$ cat config.mk
export PLATFORM = sky130hd
export DESIGN_NAME = sound_mixer_gain_flat
export DESIGN_NICKNAME = d
export VERILOG_FILES = /design/src/rtl/sound_mixer_gain_if.sv /design/src/rtl/sound_mixer_gain.sv /design/src/flat_wrapper.sv
export SDC_FILE = /design/constraint.sdc
export NUM_CORES = 1
export LEC_CHECK = 0
export ABC_AREA = 0
export BUFFER_PORTS_ARGS = -buffer_cell sky130_fd_sc_hd__buf_2
export CORE_ASPECT_RATIO = 0.7
export CORE_MARGIN = 2
export CORE_UTILIZATION = 55
export DETAILED_ROUTE_END_ITERATION = 10
export HOLD_SLACK_MARGIN = 0.03
export PLACE_DENSITY = 0.76
export SYNTH_ARGS = -nofsm -noshare
export SYNTH_HDL_FRONTEND = slang
export SYNTH_SLANG_ARGS = --single-unit
$ cat constraint.sdc
create_clock -name clk_i -period 17.4 [get_ports clk_i]
set_input_delay 2.61 -clock clk_i [delete_from_list [all_inputs] [get_ports clk_i]]
set_output_delay 2.61 -clock clk_i [all_outputs]
set_load 0.01 [all_outputs]
$ cat src/rtl/sound_mixer_gain_if.sv
// sound_mixer_gain_if: sample, gain-write and result signals between a controller and the mixer
interface sound_mixer_gain_if #(
    parameter int COUNT      = 4,
    parameter int IN_WIDTH   = 10,
    parameter int OUT_WIDTH  = 10,
    parameter int GAIN_WIDTH = 8
);
    localparam int IW = COUNT > 1 ? $clog2(COUNT) : 1;
    logic [COUNT*IN_WIDTH-1:0]    in_i;
    logic                         start_i;
    logic                         gain_we_i;
    logic [IW-1:0]                gain_addr_i;
    logic [GAIN_WIDTH-1:0]        gain_data_i;
    logic                         clip_clr_i;
    logic                         busy_o;
    logic signed [OUT_WIDTH-1:0]  out_o;
    logic                         out_valid_o;
    logic                         clip_o;
    modport master (
        output in_i, start_i, gain_we_i, gain_addr_i, gain_data_i, clip_clr_i,
        input  busy_o, out_o, out_valid_o, clip_o
    );
    modport slave (
        input  in_i, start_i, gain_we_i, gain_addr_i, gain_data_i, clip_clr_i,
        output busy_o, out_o, out_valid_o, clip_o
    );
endinterface

$ cat src/rtl/sound_mixer_gain.sv
// sound_mixer_gain: COUNT-channel gain mixer with one shared MAC and output saturation.
// Define SOUND_MIXER_CLIP_EN to build the sticky CLIP flag.
module sound_mixer_gain #(
    parameter int COUNT      = 4,
    parameter int IN_WIDTH   = 10,
    parameter int OUT_WIDTH  = 10,
    parameter int GAIN_WIDTH = 8
) (
    input logic clk_i,
    input logic rst_i,
    sound_mixer_gain_if.slave bus
);
    localparam int IW = COUNT > 1 ? $clog2(COUNT) : 1;
    localparam int AW = IN_WIDTH + GAIN_WIDTH + 1 + $clog2(COUNT + 1);
    localparam logic [GAIN_WIDTH-1:0] UNITY = GAIN_WIDTH'(1) << (GAIN_WIDTH - 1);
    localparam logic signed [AW-1:0] OMAX = AW'((1 << (OUT_WIDTH - 1)) - 1);
    localparam logic signed [AW-1:0] OMIN = -OMAX - 1;

    typedef enum logic [1:0] {IDLE, ACCUM, LIMIT} state_t;

    state_t                          state_q;
    logic [IW-1:0]                   idx_q;
    logic signed [AW-1:0]            acc_q, acc_d, r;
    logic signed [IN_WIDTH+GAIN_WIDTH:0] prod;
    logic signed [IN_WIDTH-1:0]      in_sh_q [COUNT];
    logic [GAIN_WIDTH-1:0]           gain_sh_q [COUNT];
    logic [GAIN_WIDTH-1:0]           gain_q [COUNT];
    logic signed [OUT_WIDTH-1:0]     out_q, out_d;
    logic                            busy_q, valid_q;

    always_comb begin
        prod  = in_sh_q[idx_q] * $signed({1'b0, gain_sh_q[idx_q]});
        acc_d = acc_q + AW'(prod);
        r     = acc_q >>> (GAIN_WIDTH - 1);
        out_d = r > OMAX ? OMAX[OUT_WIDTH-1:0] : r < OMIN ? OMIN[OUT_WIDTH-1:0] : r[OUT_WIDTH-1:0];
    end

    always_ff @(posedge clk_i or posedge rst_i) begin
        if (rst_i) begin
            state_q <= IDLE;
            idx_q   <= '0;
            acc_q   <= '0;
            out_q   <= '0;
            busy_q  <= 1'b0;
            valid_q <= 1'b0;
            for (int n = 0; n < COUNT; n++) begin
                gain_q[n]    <= UNITY;
                gain_sh_q[n] <= UNITY;
                in_sh_q[n]   <= '0;
            end
        end else begin
            valid_q <= 1'b0;
            if (bus.gain_we_i && 32'(bus.gain_addr_i) < COUNT)
                gain_q[bus.gain_addr_i] <= bus.gain_data_i;
            case (state_q)
                IDLE: if (bus.start_i) begin
                    for (int n = 0; n < COUNT; n++) begin
                        in_sh_q[n]   <= bus.in_i[n*IN_WIDTH +: IN_WIDTH];
                        gain_sh_q[n] <= gain_q[n];
                    end
                    acc_q   <= '0;
                    idx_q   <= '0;
                    busy_q  <= 1'b1;
                    state_q <= ACCUM;
                end
                ACCUM: begin
                    acc_q <= acc_d;
                    idx_q <= idx_q + 1'b1;
                    if (idx_q == IW'(COUNT - 1)) state_q <= LIMIT;
                end
                default: begin
                    out_q   <= out_d;
                    valid_q <= 1'b1;
                    busy_q  <= 1'b0;
                    state_q <= IDLE;
                end
            endcase
        end
    end

`ifdef SOUND_MIXER_CLIP_EN
    logic clip_q, sat;
    assign sat = r > OMAX || r < OMIN;
    // Saturation beats a simultaneous clear so no clip event is lost.
    always_ff @(posedge clk_i or posedge rst_i) begin
        if (rst_i) clip_q <= 1'b0;
        else if (state_q == LIMIT && sat) clip_q <= 1'b1;
        else if (bus.clip_clr_i) clip_q <= 1'b0;
    end
    assign bus.clip_o = clip_q;
`else
    logic unused_clip_clr;
    assign unused_clip_clr = bus.clip_clr_i;
    assign bus.clip_o = 1'b0;
`endif

    assign bus.busy_o      = busy_q;
    assign bus.out_o       = out_q;
    assign bus.out_valid_o = valid_q;
endmodule
$ cat src/flat_wrapper.sv
// flat-port wrapper written by rule: the top's interface ports become plain ports
module sound_mixer_gain_flat 
#(
    parameter int COUNT      = 4,
    parameter int IN_WIDTH   = 10,
    parameter int OUT_WIDTH  = 10,
    parameter int GAIN_WIDTH = 8
)
  (clk_i, rst_i, bus_in_i, bus_start_i, bus_gain_we_i, bus_gain_addr_i, bus_gain_data_i, bus_clip_clr_i, bus_busy_o, bus_out_o, bus_out_valid_o, bus_clip_o);
  sound_mixer_gain_if #(.COUNT(COUNT), .IN_WIDTH(IN_WIDTH), .OUT_WIDTH(OUT_WIDTH), .GAIN_WIDTH(GAIN_WIDTH)) bus_i ();
  input logic clk_i;
  input logic rst_i;
  input wire logic [$bits(bus_i.in_i)-1:0] bus_in_i;
  input wire logic [$bits(bus_i.start_i)-1:0] bus_start_i;
  input wire logic [$bits(bus_i.gain_we_i)-1:0] bus_gain_we_i;
  input wire logic [$bits(bus_i.gain_addr_i)-1:0] bus_gain_addr_i;
  input wire logic [$bits(bus_i.gain_data_i)-1:0] bus_gain_data_i;
  input wire logic [$bits(bus_i.clip_clr_i)-1:0] bus_clip_clr_i;
  output wire logic [$bits(bus_i.busy_o)-1:0] bus_busy_o;
  output wire logic [$bits(bus_i.out_o)-1:0] bus_out_o;
  output wire logic [$bits(bus_i.out_valid_o)-1:0] bus_out_valid_o;
  output wire logic [$bits(bus_i.clip_o)-1:0] bus_clip_o;
  assign bus_i.in_i = bus_in_i;
  assign bus_i.start_i = bus_start_i;
  assign bus_i.gain_we_i = bus_gain_we_i;
  assign bus_i.gain_addr_i = bus_gain_addr_i;
  assign bus_i.gain_data_i = bus_gain_data_i;
  assign bus_i.clip_clr_i = bus_clip_clr_i;
  assign bus_busy_o = bus_i.busy_o;
  assign bus_out_o = bus_i.out_o;
  assign bus_out_valid_o = bus_i.out_valid_o;
  assign bus_clip_o = bus_i.clip_o;
  sound_mixer_gain #(.COUNT(COUNT), .IN_WIDTH(IN_WIDTH), .OUT_WIDTH(OUT_WIDTH), .GAIN_WIDTH(GAIN_WIDTH)) u_core (.clk_i(clk_i), .rst_i(rst_i), .bus(bus_i));
endmodule
==> results.md <==
Timing:
- After layout, the minimum clock period comes to 6.69 ns.
- The largest clock skew in the final design is 0.00998 ns.
- The final worst-path cycle share is 38.5%.
- The smallest setup slack after layout is 10.71 ns.
- The worst hold slack is 0.491 ns.
- The count of final hold-check violations is 0.
- Summed over all failing endpoints, the final setup total negative slack is 0 ns.
- The number of max-slew violations in the final report is 0.
- Setup repair after global routing left no endpoint under its margin.
- Static timing analysis puts the maximum clock frequency at 0.149 GHz.
- For the pin with the worst max-slew slack, the measured transition is 0.960 ns.
- The tightest slew margin relative to the limit is 36.0%.
- The count of endpoints failing setup in the final report is 0.

Routing:
- The number of nets with antenna violations after detailed routing is 0.
- The routed wire length is 19000 um.
- The number of design-rule violations left by the first detailed-router iteration is 420.
- Wire segments on met3 add up to 738 um in the final route.
- Summed over all nets, wire length on met2 after detailed routing comes to 8790 um.
- In this run the top signal layer used is met4.
- The detailed router put a total of 9200 um of wire on met1.
- The detail-routed via count per cell is 5.49.
- The first detailed-routing pass took 5 iterations.
- The total DRC errors in the routed layout is 0.
- The average detailed-routed wire length per instance is 16.5 um.
- The number of vias in the routed layout is 6297.

Setup path:
- The top fanout value on the critical path is 21.
- Among cell families on the critical path, the largest total delay comes from adder cells.
- The critical path is of the flip-flop to flip-flop type.
- The worst setup path is launched from a flip-flop.
- Counting cells, the worst reg-to-reg path comes to 20.
- The nature of the critical path endpoint is a flip-flop.
- STA puts the critical path data required time at 17.71 ns.
- The capturing point of the worst reg2reg path is u_core.acc_q[21].
- The delay of the slowest cell on the worst path is 0.72 ns.
- The cell with the largest stage delay on the worst path is mux4_2.
- By instance count, the cell type seen most on the critical path is fa_1.
- The startpoint identified for the worst register-to-register timing path is u_core.idx_q[0].
- At the worst endpoint, the arrival time is 7.00 ns.
- The number of buffer and inverter instances along the worst setup path is 5.
- Walking the worst path, the cells encountered are buf_4 -> mux4_2 -> and2_1 -> fa_1 -> inv_1 -> fa_1 -> inv_1 -> fa_1 -> fa_1 -> inv_1 -> fa_1 -> inv_1 -> ha_1 -> a21oi_1 -> o21bai_1 -> a21oi_1 -> and4_4 -> or3_4 -> a31o_1 -> mux2_4.
- The reg2reg setup slack is 10.71 ns.

Finish:
- The number of nets in the final layout is 1095.
- The layout has 1353 filler cells.
- The final instance count without filler cells is 1147.
- The fraction of final layout cells with drive strength greater than 1 is 27.4%.
- Compared with the post-synthesis result, the final layout area differs by 11.7%.
- The sequential cell area in the final layout is 0.00356 mm2.
- The number of antenna diodes in the final layout is 0.
- The area occupied by multi-input gates is 0.00551 mm2.

Logic synthesis:
- Yosys mapped a number of flops with a built-in enable equal to 0.
- The synthesized area divided by synthesized cell count is 11.7 um2.
- The predominant post-synthesis flop cell is dfrtp_1.
- The netlist area before placement is 0.00974 mm2.
- The share of synthesized flip-flops with an asynchronous set or reset is 100%.
- The distinct cell type count of the synthesized netlist is 59.
- The net count after synthesis is 1027.
- Sequential elements use 36.6% of the synthesized area.
- The synthesis-stage register bit count is 142.
- The cell count after synthesis came out at 836.
- The yosys synthesis warning count is 0.

Die:
- The total I/O pin count is 68.
- Measured along the y axis, the die boundary spans 115 um.
- The region available for standard cell placement spans 0.0173 mm2.
- The count of standard-cell rows is 40.
- The floorplan step defined a die boundary enclosing 0.0188 mm2.
- From left edge to right edge, the die measures 163 um.
- The initial core utilization is 56.4%.

Global route:
- The number of global-route vias before repair is 6389.
- The overflow left after global routing is 0.
- The pin count of the biggest net entering global routing is 74.
- Across every metal layer, demand over resource in global routing totals 22.0%.
- The first global-routing pass estimated 31900 um of wire.
- The initial antenna violation count is 0.

Clock tree:
- The root cell of the clock tree is clkbuf_16.
- In this run, post-CTS repair resized a total of 0 instances.
- Buffers inserted to repair hold after CTS numbered 0.
- The total clock sinks is 142.
- The maximum root-to-sink buffer count is 2.
- After clock tree synthesis, the setup repair step added 0 buffers.
- The clock transition time at the flip-flop clock pins of the worst setup and hold paths is 0.06 ns.
- The H-tree was split into 4 levels.
- TritonCTS built the clock tree.
- The later-pin clock latency in the skew report is 0.43 ns.
- Counting the buffers created by CTS gives 17.

Placement:
- The number of placed instances, taps included, is 1116.
- The wire-length estimate of the detail-placed layout is 14100 um.
- At the end of routability-driven placement, the weighted congestion stood at 0.821.
- Prior to clock tree synthesis, the placed netlist has a worst setup slack of 10.76 ns.
- During placement, the flow inserted port buffers numbering 65.

Worst hold path:
- The source of the worst hold timing path is u_core.bus.busy_o.
- The terminating pin of the worst hold path is u_core.bus.busy_o.
- The number of cells on the worst hold path is 1.
- The class of the tightest hold or removal check is flip-flop to flip-flop.

Flow run:
- The max-capacitance violation count is 0.

Status:
- The flow ran to the end, and the final reports show no timing, DRC or antenna violations.
[state kept, by name (all words and copies together) (netlist names)]
signal,count
u_core.gain_sh_q,32
u_core.idx_q,2
u_core.acc_q,22
u_core.bus.busy_o,1
u_core.in_sh_q,40
u_core.state_q,2
u_core.bus.out_o,10
u_core.gain_q,32
u_core.bus.out_valid_o,1
[stage by stage]
step                      utilization, %  area, um2
final                               63.0      10900
after detailed placement            59.7      10300
after global routing                63.0      10900
after floorplan                        -       9740
after global placement              59.7      10300
after CTS                           63.0      10900
[layer usage]
layer | vias to the layer above | GRT usage, %
met5 | - | 0
met4 | 0 | 5.72
met3 | 21 | 4.00
met2 | 133 | 33.8
met1 | 3255 | 32.7
li1 | 2888 | -
[cells in the final DEF (no fill, tap or decap), drive strengths merged, types with 4 or more instances in the layout]
| cell type | instances |
|---|---|
| ha | 50 |
| fa | 86 |
| nor2 | 4 |
| mux4 | 18 |
| mux2 | 106 |
| a21oi | 25 |
| buf | 71 |
| inv | 157 |
| o211ai | 9 |
| clkbuf | 18 |
| o21ai | 30 |
| and3 | 5 |
| and2 | 45 |
| nand2 | 65 |
| xnor2 | 7 |
| nand3 | 7 |
| xor2 | 9 |
| dfstp | 8 |
| o31ai | 4 |
| nand4 | 5 |
| o21bai | 4 |
| dfrtp | 134 |
| a21o | 10 |
[cell type report]
class	count	share of cell area (%)
tap	231	2.66
timing repair buffer	71	3.41
sequential	142	32.8
inverter	151	5.26
clock inverter	13	1.20
multi-input combinational	521	50.7
clock buffer	18	4.04
[how the worst max path moves through the flow]
stage	from	endpoint	slack [ns]	cells after the start
after floorplan	rst_i	u_core.acc_q[0]	10.99	1
after global placement	u_core.idx_q[0]	u_core.acc_q[21]	10.84	20
after detailed placement	u_core.idx_q[0]	u_core.acc_q[21]	10.76	20
after CTS	u_core.idx_q[0]	u_core.acc_q[21]	10.70	20
after global routing	u_core.idx_q[0]	u_core.acc_q[21]	10.38	20
final	u_core.idx_q[0]	u_core.acc_q[21]	10.71	20
[cell families (layout without fill, tap and decap cells)]
kind of cell             after synthesis  count (layout)  share of synthesized area [%]
adder cells (fa/ha/maj)              136             136                           24.1
multiplexers                         124             124                           16.5
buffers and inverters                173             253                           6.88
AND/OR/NAND/NOR                      145             145                           7.77
XOR/XNOR                              16              16                           1.44
AO/OA/AOI/OAI                         99              99                           6.73
other                                  1               1                         0.0385
flip-flops                           142             142                           36.6
[worst reg2reg max path, delay by kind of cell (launching register included)]
kind	cells	cell delay, ns
AOI/OAI and AO/OA	4	0.59
adders and majority gates	6	3.09
buffers and inverters	5	0.69
DFF	1	0.32
muxes	2	1.00
and+or+nand+nor	3	0.87
[synth_stat cells, types with 2 or more instances]
cell,instances,area share [%]
and2_1,45,2.9
xor2_1,9,0.81
buf_4,2,0.15
nand4_1,5,0.32
nand2b_1,3,0.19
a21o_1,9,0.69
a21oi_2,3,0.27
and3_2,2,0.15
o31ai_1,3,0.23
clkbuf_1,15,0.58
dfrtp_1,134,34
buf_2,3,0.15
ha_1,50,6.4
mux2_2,105,12
mux4_2,18,4.2
o211ai_1,9,0.69
and3_1,3,0.19
dfstp_2,8,2.2
o21ai_0,27,1.4
a31o_1,2,0.18
o21ai_1,3,0.15
nand3_1,6,0.31
a22o_1,3,0.27
nor2_1,4,0.15
fa_1,86,18
nand2_1,65,2.5
o21bai_1,4,0.31
nand3b_1,2,0.15
a21oi_1,22,1.1
xnor2_1,7,0.63
inv_1,151,5.8
Power is not shown: default switching activity piles up to over one toggle a cycle in this logic, so the estimate is an artifact.
